==> src/rtl/prelude_run_ctrl.sv <==
// prelude_run_ctrl: run/debug sequencer for the Prelude core.
// Accepts byte commands over valid/ready, owns the instruction memory write
// port, drives the core reset and a per-cycle clock enable, and stops on a
// PC breakpoint.
// Optional build macro PRELUDE_ICOUNT_EN: when defined, a saturating 16-bit
// retired-instruction counter is built; otherwise icount is tied to zero.
module prelude_run_ctrl #(
  parameter int ADDR_W = 8,
  parameter int STEP_W = 8
) (
  input  logic              clk,
  input  logic              reset,
  input  logic              cmd_valid,
  output logic              cmd_ready,
  input  logic [2:0]        cmd_op,
  input  logic [7:0]        cmd_data,
  input  logic [ADDR_W-1:0] pc,
  output logic              cpu_reset,
  output logic              cpu_en,
  output logic              imem_we,
  output logic [ADDR_W-1:0] imem_addr,
  output logic [7:0]        imem_wdata,
  output logic [1:0]        state,
  output logic              err,
  output logic [15:0]       icount
);

  typedef enum logic [1:0] {
    S_LOAD = 2'b00,
    S_HALT = 2'b01,
    S_RUN  = 2'b10,
    S_STEP = 2'b11
  } state_t;

  localparam logic [2:0] OP_RESET_CPU = 3'b000;
  localparam logic [2:0] OP_LOAD_ADDR = 3'b001;
  localparam logic [2:0] OP_LOAD_BYTE = 3'b010;
  localparam logic [2:0] OP_RUN       = 3'b011;
  localparam logic [2:0] OP_HALT      = 3'b100;
  localparam logic [2:0] OP_STEP      = 3'b101;
  localparam logic [2:0] OP_SET_BP    = 3'b110;
  localparam logic [2:0] OP_CLR_BP    = 3'b111;

  localparam logic [ADDR_W-1:0] PTR_ONE  = {{(ADDR_W-1){1'b0}}, 1'b1};
  localparam logic [STEP_W-1:0] STEP_ONE = {{(STEP_W-1){1'b0}}, 1'b1};

  state_t              r_state;
  logic                r_cpu_reset;
  logic                r_imem_we;
  logic [ADDR_W-1:0]   r_imem_addr;
  logic [7:0]          r_imem_wdata;
  logic                r_err;
  logic [ADDR_W-1:0]   r_ptr;
  logic                r_bp_valid;
  logic [ADDR_W-1:0]   r_bp_addr;
  logic [STEP_W-1:0]   r_step_cnt;
  logic                r_skip;

  state_t              w_state_nxt;
  logic                w_bp_hit;
  logic                w_cpu_en;
  logic                w_accept;
  logic                w_editable;
  logic                w_illegal;
  logic                w_do_write;
  logic                w_do_step;

  // A breakpoint only fires in RUN and is masked for the first enabled cycle after a resume.
  assign w_bp_hit   = (r_state == S_RUN) & r_bp_valid & (pc == r_bp_addr) & ~r_skip;
  assign w_cpu_en   = ((r_state == S_RUN) & ~w_bp_hit) | (r_state == S_STEP);
  assign w_editable = (r_state == S_LOAD) | (r_state == S_HALT);
  assign cmd_ready  = ~reset & (r_state != S_STEP);
  assign w_accept   = cmd_valid & cmd_ready;
  assign w_do_write = w_accept & (cmd_op == OP_LOAD_BYTE) & w_editable;
  assign w_do_step  = w_accept & (cmd_op == OP_STEP) & (r_state == S_HALT) & (cmd_data != 8'h00);

  // Next state: breakpoint / step exhaustion first, an accepted command overrides.
  always_comb begin
    w_state_nxt = r_state;
    if (w_bp_hit) begin
      w_state_nxt = S_HALT;
    end else if ((r_state == S_STEP) && (r_step_cnt == STEP_ONE)) begin
      w_state_nxt = S_HALT;
    end else begin
      w_state_nxt = r_state;
    end
    if (w_accept) begin
      case (cmd_op)
        OP_RESET_CPU: w_state_nxt = S_LOAD;
        OP_RUN:       if (w_editable) w_state_nxt = S_RUN;
        OP_HALT:      if (r_state == S_RUN) w_state_nxt = S_HALT;
        OP_STEP:      if (w_do_step) w_state_nxt = S_STEP;
        default:      ;
      endcase
    end
  end

  // Commands that are not allowed in the current state only raise err.
  always_comb begin
    w_illegal = 1'b0;
    case (cmd_op)
      OP_LOAD_ADDR: w_illegal = ~w_editable;
      OP_LOAD_BYTE: w_illegal = ~w_editable;
      OP_HALT:      w_illegal = (r_state == S_LOAD);
      OP_STEP:      w_illegal = (r_state == S_LOAD) | (r_state == S_RUN);
      default:      w_illegal = 1'b0;
    endcase
  end

  // Run-state register; core reset is held exactly while the next state is LOAD.
  always_ff @(posedge clk) begin
    if (reset) begin
      r_state     <= S_LOAD;
      r_cpu_reset <= 1'b1;
    end else begin
      r_state     <= w_state_nxt;
      r_cpu_reset <= (w_state_nxt == S_LOAD);
    end
  end

  // Instruction memory write port and auto-incrementing load pointer.
  always_ff @(posedge clk) begin
    if (reset) begin
      r_imem_we    <= 1'b0;
      r_imem_addr  <= {ADDR_W{1'b0}};
      r_imem_wdata <= 8'h00;
      r_ptr        <= {ADDR_W{1'b0}};
    end else begin
      r_imem_we <= w_do_write;
      if (w_do_write) begin
        r_imem_addr  <= r_ptr;
        r_imem_wdata <= cmd_data;
        r_ptr        <= r_ptr + PTR_ONE;
      end else if (w_accept && (cmd_op == OP_LOAD_ADDR) && w_editable) begin
        r_ptr <= ADDR_W'(cmd_data);
      end
    end
  end

  // Breakpoint register and resume-skip flag.
  always_ff @(posedge clk) begin
    if (reset) begin
      r_bp_valid <= 1'b0;
      r_bp_addr  <= {ADDR_W{1'b0}};
      r_skip     <= 1'b0;
    end else begin
      if (w_accept && (cmd_op == OP_SET_BP)) begin
        r_bp_valid <= 1'b1;
        r_bp_addr  <= ADDR_W'(cmd_data);
      end else if (w_accept && (cmd_op == OP_CLR_BP)) begin
        r_bp_valid <= 1'b0;
      end
      if (w_accept && (cmd_op == OP_RESET_CPU)) begin
        r_skip <= 1'b0;
      end else if (w_accept && (cmd_op == OP_RUN) && w_editable) begin
        r_skip <= 1'b1;
      end else if (w_cpu_en) begin
        r_skip <= 1'b0;
      end
    end
  end

  // Step counter loads on an accepted non-zero STEP and counts down while stepping.
  always_ff @(posedge clk) begin
    if (reset) begin
      r_step_cnt <= {STEP_W{1'b0}};
    end else if (w_do_step) begin
      r_step_cnt <= STEP_W'(cmd_data);
    end else if (r_state == S_STEP) begin
      r_step_cnt <= r_step_cnt - STEP_ONE;
    end
  end

  // Sticky error flag for commands issued in a state that does not allow them.
  always_ff @(posedge clk) begin
    if (reset) begin
      r_err <= 1'b0;
    end else if (w_accept && w_illegal) begin
      r_err <= 1'b1;
    end
  end

`ifdef PRELUDE_ICOUNT_EN
  logic [15:0] r_icount;

  // Saturating count of enabled core cycles; RESET_CPU clears it.
  always_ff @(posedge clk) begin
    if (reset) begin
      r_icount <= 16'h0000;
    end else if (w_accept && (cmd_op == OP_RESET_CPU)) begin
      r_icount <= 16'h0000;
    end else if (w_cpu_en && (r_icount != 16'hFFFF)) begin
      r_icount <= r_icount + 16'h0001;
    end
  end

  assign icount = r_icount;
`else
  assign icount = 16'h0000;
`endif

  assign state      = r_state;
  assign cpu_reset  = r_cpu_reset;
  assign cpu_en     = w_cpu_en;
  assign imem_we    = r_imem_we;
  assign imem_addr  = r_imem_addr;
  assign imem_wdata = r_imem_wdata;
  assign err        = r_err;

endmodule

==> config.mk <==
export PLATFORM = sky130hd
export DESIGN_NAME = prelude_run_ctrl
export DESIGN_NICKNAME = d
export VERILOG_FILES = /design/src/rtl/prelude_run_ctrl.sv
export SDC_FILE = /design/constraint.sdc
export NUM_CORES = 1
export LEC_CHECK = 0
export BUFFER_PORTS_ARGS = -buffer_cell sky130_fd_sc_hd__clkbuf_2
export CORE_UTILIZATION = 53
export DETAILED_ROUTE_END_ITERATION = 10
export PLACE_DENSITY = 0.79
export SYNTH_ARGS = -nofsm -noshare
export SYNTH_HDL_FRONTEND = slang
export SYNTH_SLANG_ARGS = --single-unit
==> constraint.sdc <==
create_clock -name clk -period 1.9 [get_ports clk]
set_input_delay 0.095 -clock clk [delete_from_list [all_inputs] [get_ports clk]]
set_output_delay 0.095 -clock clk [all_outputs]
set_load 0.01 [all_outputs]
# == Word-level counts from Yosys, hierarchy flattened ==
# Cells that the tools add are included.
# classes
add_sub_neg,2
n_eq_ne,13
mux,16
bitwise,18
n_reduce_logical,19
# op_table
cell,count
8-bit two-way mux,4
3-bit equality test (second input constant),4
2-bit two-way mux,6
1-bit AND,11
1-bit logical AND,9
8-bit by 1-bit adder with 8-bit output (second input constant),1
8-bit by 1-bit equality test with 1-bit output (second input constant),1
8-bit equality test,1
2-bit case mux with 4 select lines,1
2-bit nonzero test,4
8-bit nonzero test,1
8-bit by 1-bit subtractor with 8-bit output (second input constant),1
3-bit by 2-bit equality test with 1-bit output (second input constant),2
2-bit equality test (second input constant),2
2-bit zero test,2
1-bit two-way mux,4
1-bit inverter,4
2-bit OR reduction,2
3-bit by 1-bit equality test with 1-bit output (second input constant),1
3-bit zero test,1
1-bit OR,3
1-bit case mux with 3 select lines,1
2-bit by 1-bit equality test with 1-bit output (second input constant),1
2-bit != test (second input constant),1
# totals
ff_bits,47
in_bits,22
out_inout_bits,39
wordCells,79

# == Depth between registers and ports, before layout ==
# logic_depth
depth_word,10
depth_mapped,7

# == Least setup slack after synthesis ==
# Ideal clock, no wire load.
# synth_timing
path_type,reg-to-reg
from,"register r_state[1], in the netlist state[1]"
to,"register r_state[1], in the netlist state[1]"
arrival_time_ps,1402
required_ps,1781
setup_slack_ps,379
stages_incl_launch_ff,7
n_path_buf,1
period_less_slack_ps,1521
cell_sequence,dfxtp_1 -> buf_2 -> and4bb_2 -> nand4_1 -> nor4_1 -> nor2_1 -> o2bb2ai_1
# synth_via
elab_chain_cells,9
# synth_rtl
element,line,text
"start, declared",47,state_t r_state;
"start signal, assigned",116,r_state <= w_state_nxt;
2-bit != test,72,assign cmd_ready = ~reset & (r_state != S_STEP);
1-bit AND,72,
1-bit AND,73,assign w_accept = cmd_valid & cmd_ready;
1-bit AND (3 in series),75,assign w_do_step = w_accept & (cmd_op == OP_STEP) & (r_state == S_HALT) & (cmd_data != 8'h00);
2-bit two-way mux,92,OP_STEP: if (w_do_step) w_state_nxt = S_STEP;
2-bit case mux with 4 select lines,88,case (cmd_op)
2-bit two-way mux (*),87,if (w_accept) begin
# Every way passes the cells marked *; elsewhere a longest branch is shown, timed or not.
# A chain may end at the register's enable or synchronous reset.

# == Final worst setup path ==
# layout_timing
from,"register r_state[0], in the netlist state[0]"
to,output cpu_en
# layout_via
elab_chain_cells,7
# layout_rtl
element,line,text
2-bit equality test,"69, 70",
1-bit AND (3 in series),69,assign w_bp_hit = (r_state == S_RUN) & r_bp_valid & (pc == r_bp_addr) & ~r_skip;
1-bit inverter,70,assign w_cpu_en = ((r_state == S_RUN) & ~w_bp_hit) | (r_state == S_STEP);
1-bit AND,70,
1-bit OR (*),70,
"end, declared",19,"output logic cpu_en,"
# Marked as above.

==> reports/metrics.yaml <==
viasPerCell: 5.62
netlist.area_leader.share: 0.383
postRouteAntennaNets: 0
syn_inst: 299
drt-pass1-iter-count: 4
place_area_um2: 2620
grt_pass1_vias: 1950
start_util: 0.557
synth_commonest_cells: "nand2_1, dfxtp_1, a21oi_1"
start_kind: "flip-flop"
routabilityCongestion: 0.897
fp.dieH_um: 70.1
area_growth_pct: 11.3
p_switching_mw: 0.499
gr-usage-all-layers: 0.227
clk_pin_slew_worst_paths_ns: 0.10
power.internal_mw: 1.36
fmax_ghz: 0.568
finalSetupViolations: 0
drc: 0
synth-main-ff-cell: "dfxtp_1"
syn_avg_cell_area_um2: 8.22
cts_tree: "built"
tightest_slew_ns: 0.492
p_clk_frac: 0.356
dp.final_hpwl_um: 3750
fin_nets: 363
fin_setup_tns_ns: 0
synth-edff-count: 0
clock-root-buffer: "clkbuf_8"
rsz0062_at_grt: "no"
regToRegSetupSlack_ns: 0.27
clk_latency_ns: 0.32
grt_pass1_wl_um: 8990
slew_headroom: 0.663
peakVddDrop_mv: 0.564
htree_levels: 2
yosys-top-cells-area: "dfxtp_1, nand2_1, a21oi_1"
cts_max_path_buffers: 2
rows: 24
netlist-cell-type-count: 53
maxSlewViolCount: 0
power_frac_comb: 0.100
ys_seq_elements: 47
fin_crit_sh: 0.927
netlist_area_um2: 2460
synth_top_area_cell: "dfxtp_1"
p_per_area_nw_per_um2: 681
async_flop_share: 0
die_w_um: 70.1
synth.most_common_cell: "nand2_1"
yosysWarningCount: 0
leakage_nw: 1.12
overflow: 0
fp.coreArea_um2: 4410
hold_buffers: 0
crit_arrival_ns: 1.67
drt_iter0_drc: 130
via_count: 2198
min_period_ns: 1.76
pin_count: 61
cts_made_buffers: 5
status: "finished, final reports clean"
n_antenna_cell: 0
cts_sinks: 47
cp.required_ns: 1.80
wl_per_cell_um: 13.8
end_kind: "output port"
wl_um: 5380
crit_type: "flip-flop to output port"
finalClockSkew_ns: 0.00967
seq_area_frac_synth: 0.383
hold_violations: 0
grt_max_degree: 48
drive_above_1_share: 0.224
crit_fanout: 8
seq_power_share: 0.544
antenna_found_initial: 0
fillers: 403
fin_area_um2: 2740
hold_path_class: "input pin to flip-flop"
dieArea_um2: 4910
max_cap_violations: 0
switching_share: 0.268
io_buffers: 44
area by class of cell:
class,count,area (µm²),share of cell area
multi-input cells,227,1330,0.488
well taps,52,65.1,0.0238
clock buffers,6,82.6,0.0302
inverters,6,22.5,0.00823
flip-flops and latches,47,942,0.344
clock inverters,2,16.3,0.00595
repair buffers,51,273,0.0997
final timing paths:
path / startpoint / cells past startpoint / endpoint
worst min register to register: imem_addr[5]$_SDFFE_PP0P_ / 2 / imem_addr[5]$_SDFFE_PP0P_
worst min-delay path: cmd_data[6] / 3 / imem_wdata[6]$_SDFFE_PP0P_
worst max register to register: state[1]$_SDFF_PP0_ / 6 / r_ptr[7]$_SDFFE_PP0P_
worst max-delay path: state[0]$_SDFF_PP0_ / 5 / cpu_en
power by group through the flow:
| stage | Clock [mW] | Sequential, mW | Combinational, mW |
|---|---|---|---|
| 2_1_floorplan | 0 | 1.03 | 0.144 |
| 3_3_place_gp | 0 | 1.04 | 0.182 |
| 3_5_place_dp | 0 | 1.04 | 0.183 |
| 4_1_cts | 0.660 | 1.01 | 0.184 |
| 5_1_grt | 0.707 | 1.02 | 0.204 |
| 6_report | 0.662 | 1.01 | 0.186 |
metal layers:
layer | vias to the layer above | global-route usage | routed length, µm | share of wire
met5 | - | 0 | 0 | 0
met4 | 0 | 0.0800 | 91 | 0.017
met3 | 11 | 0.0649 | 408 | 0.076
met2 | 80 | 0.368 | 2470 | 0.46
met1 | 1012 | 0.288 | 2410 | 0.45
li1 | 1095 | - | - | -
cell families after synthesis:
logic type / count (synthesis) / share of synthesized area
AO/OA/AOI/OAI: 69 / 0.176
XOR/XNOR: 9 / 0.0321
flip-flops: 47 / 0.383
other: 1 / 0.00153
adder cells (fa/ha/maj): 3 / 0.0153
AND/OR/NAND/NOR: 122 / 0.256
multiplexers: 8 / 0.0326
buffers and inverters: 40 / 0.103
through the flow:
stage	cells	setup slack [ns]	power (mW)	utilization	hold WS [ns]
floorplan	314	0.379	1.18	-	0.231
global placement	383	0.229	1.22	0.594	0.424
detailed placement	383	0.208	1.22	0.594	0.420
CTS	391	0.00968	1.86	0.617	0.0860
global route	391	0.0408	1.93	0.620	0.0921
finish	391	0.140	1.86	0.620	0.0822
flip-flops by register name, summed over array words and instances (netlist names):
register / cells
err: 1
imem_addr: 8
state: 2
r_bp_addr: 8
imem_we: 1
r_ptr: 8
imem_wdata: 8
r_step_cnt: 8
r_skip: 1
r_bp_valid: 1
cpu_reset: 1
worst max-delay path: stages, from the launching register on:
cell	delay [ns]
dfxtp_1	0.39
and4bb_2	0.32
nand4_1	0.14
nor4_4	0.22
nor2_1	0.13
clkbuf_2	0.15
what timing repair did:
item                       4_1_cts  5_1_grt
pin swaps                        0        0
gates cloned                     0        0
gates resized for setup          1        2
setup endpoints to repair        1        1
setup buffers                    0        0
cells in the final DEF (no fill, tap or decap), drive strengths merged, types with 2 or more instances in the layout:
master   n
and3     2
nand2b   6
xor2     2
a211oi   7
o21ai    5
nor3b    3
nor2    21
o211ai   2
a31oi    5
xnor2    7
and4     3
nand4    2
conb    16
nor4     5
nand3   14
ha       3
a22oi    4
a311oi   3
o211a    2
or2      2
a21oi   34
mux2i    8
inv      6
nand2   54
clkbuf  50
buf      7
nor2b    2
dfxtp   47
nor3     4
Power figures use the tool's default switching activity.
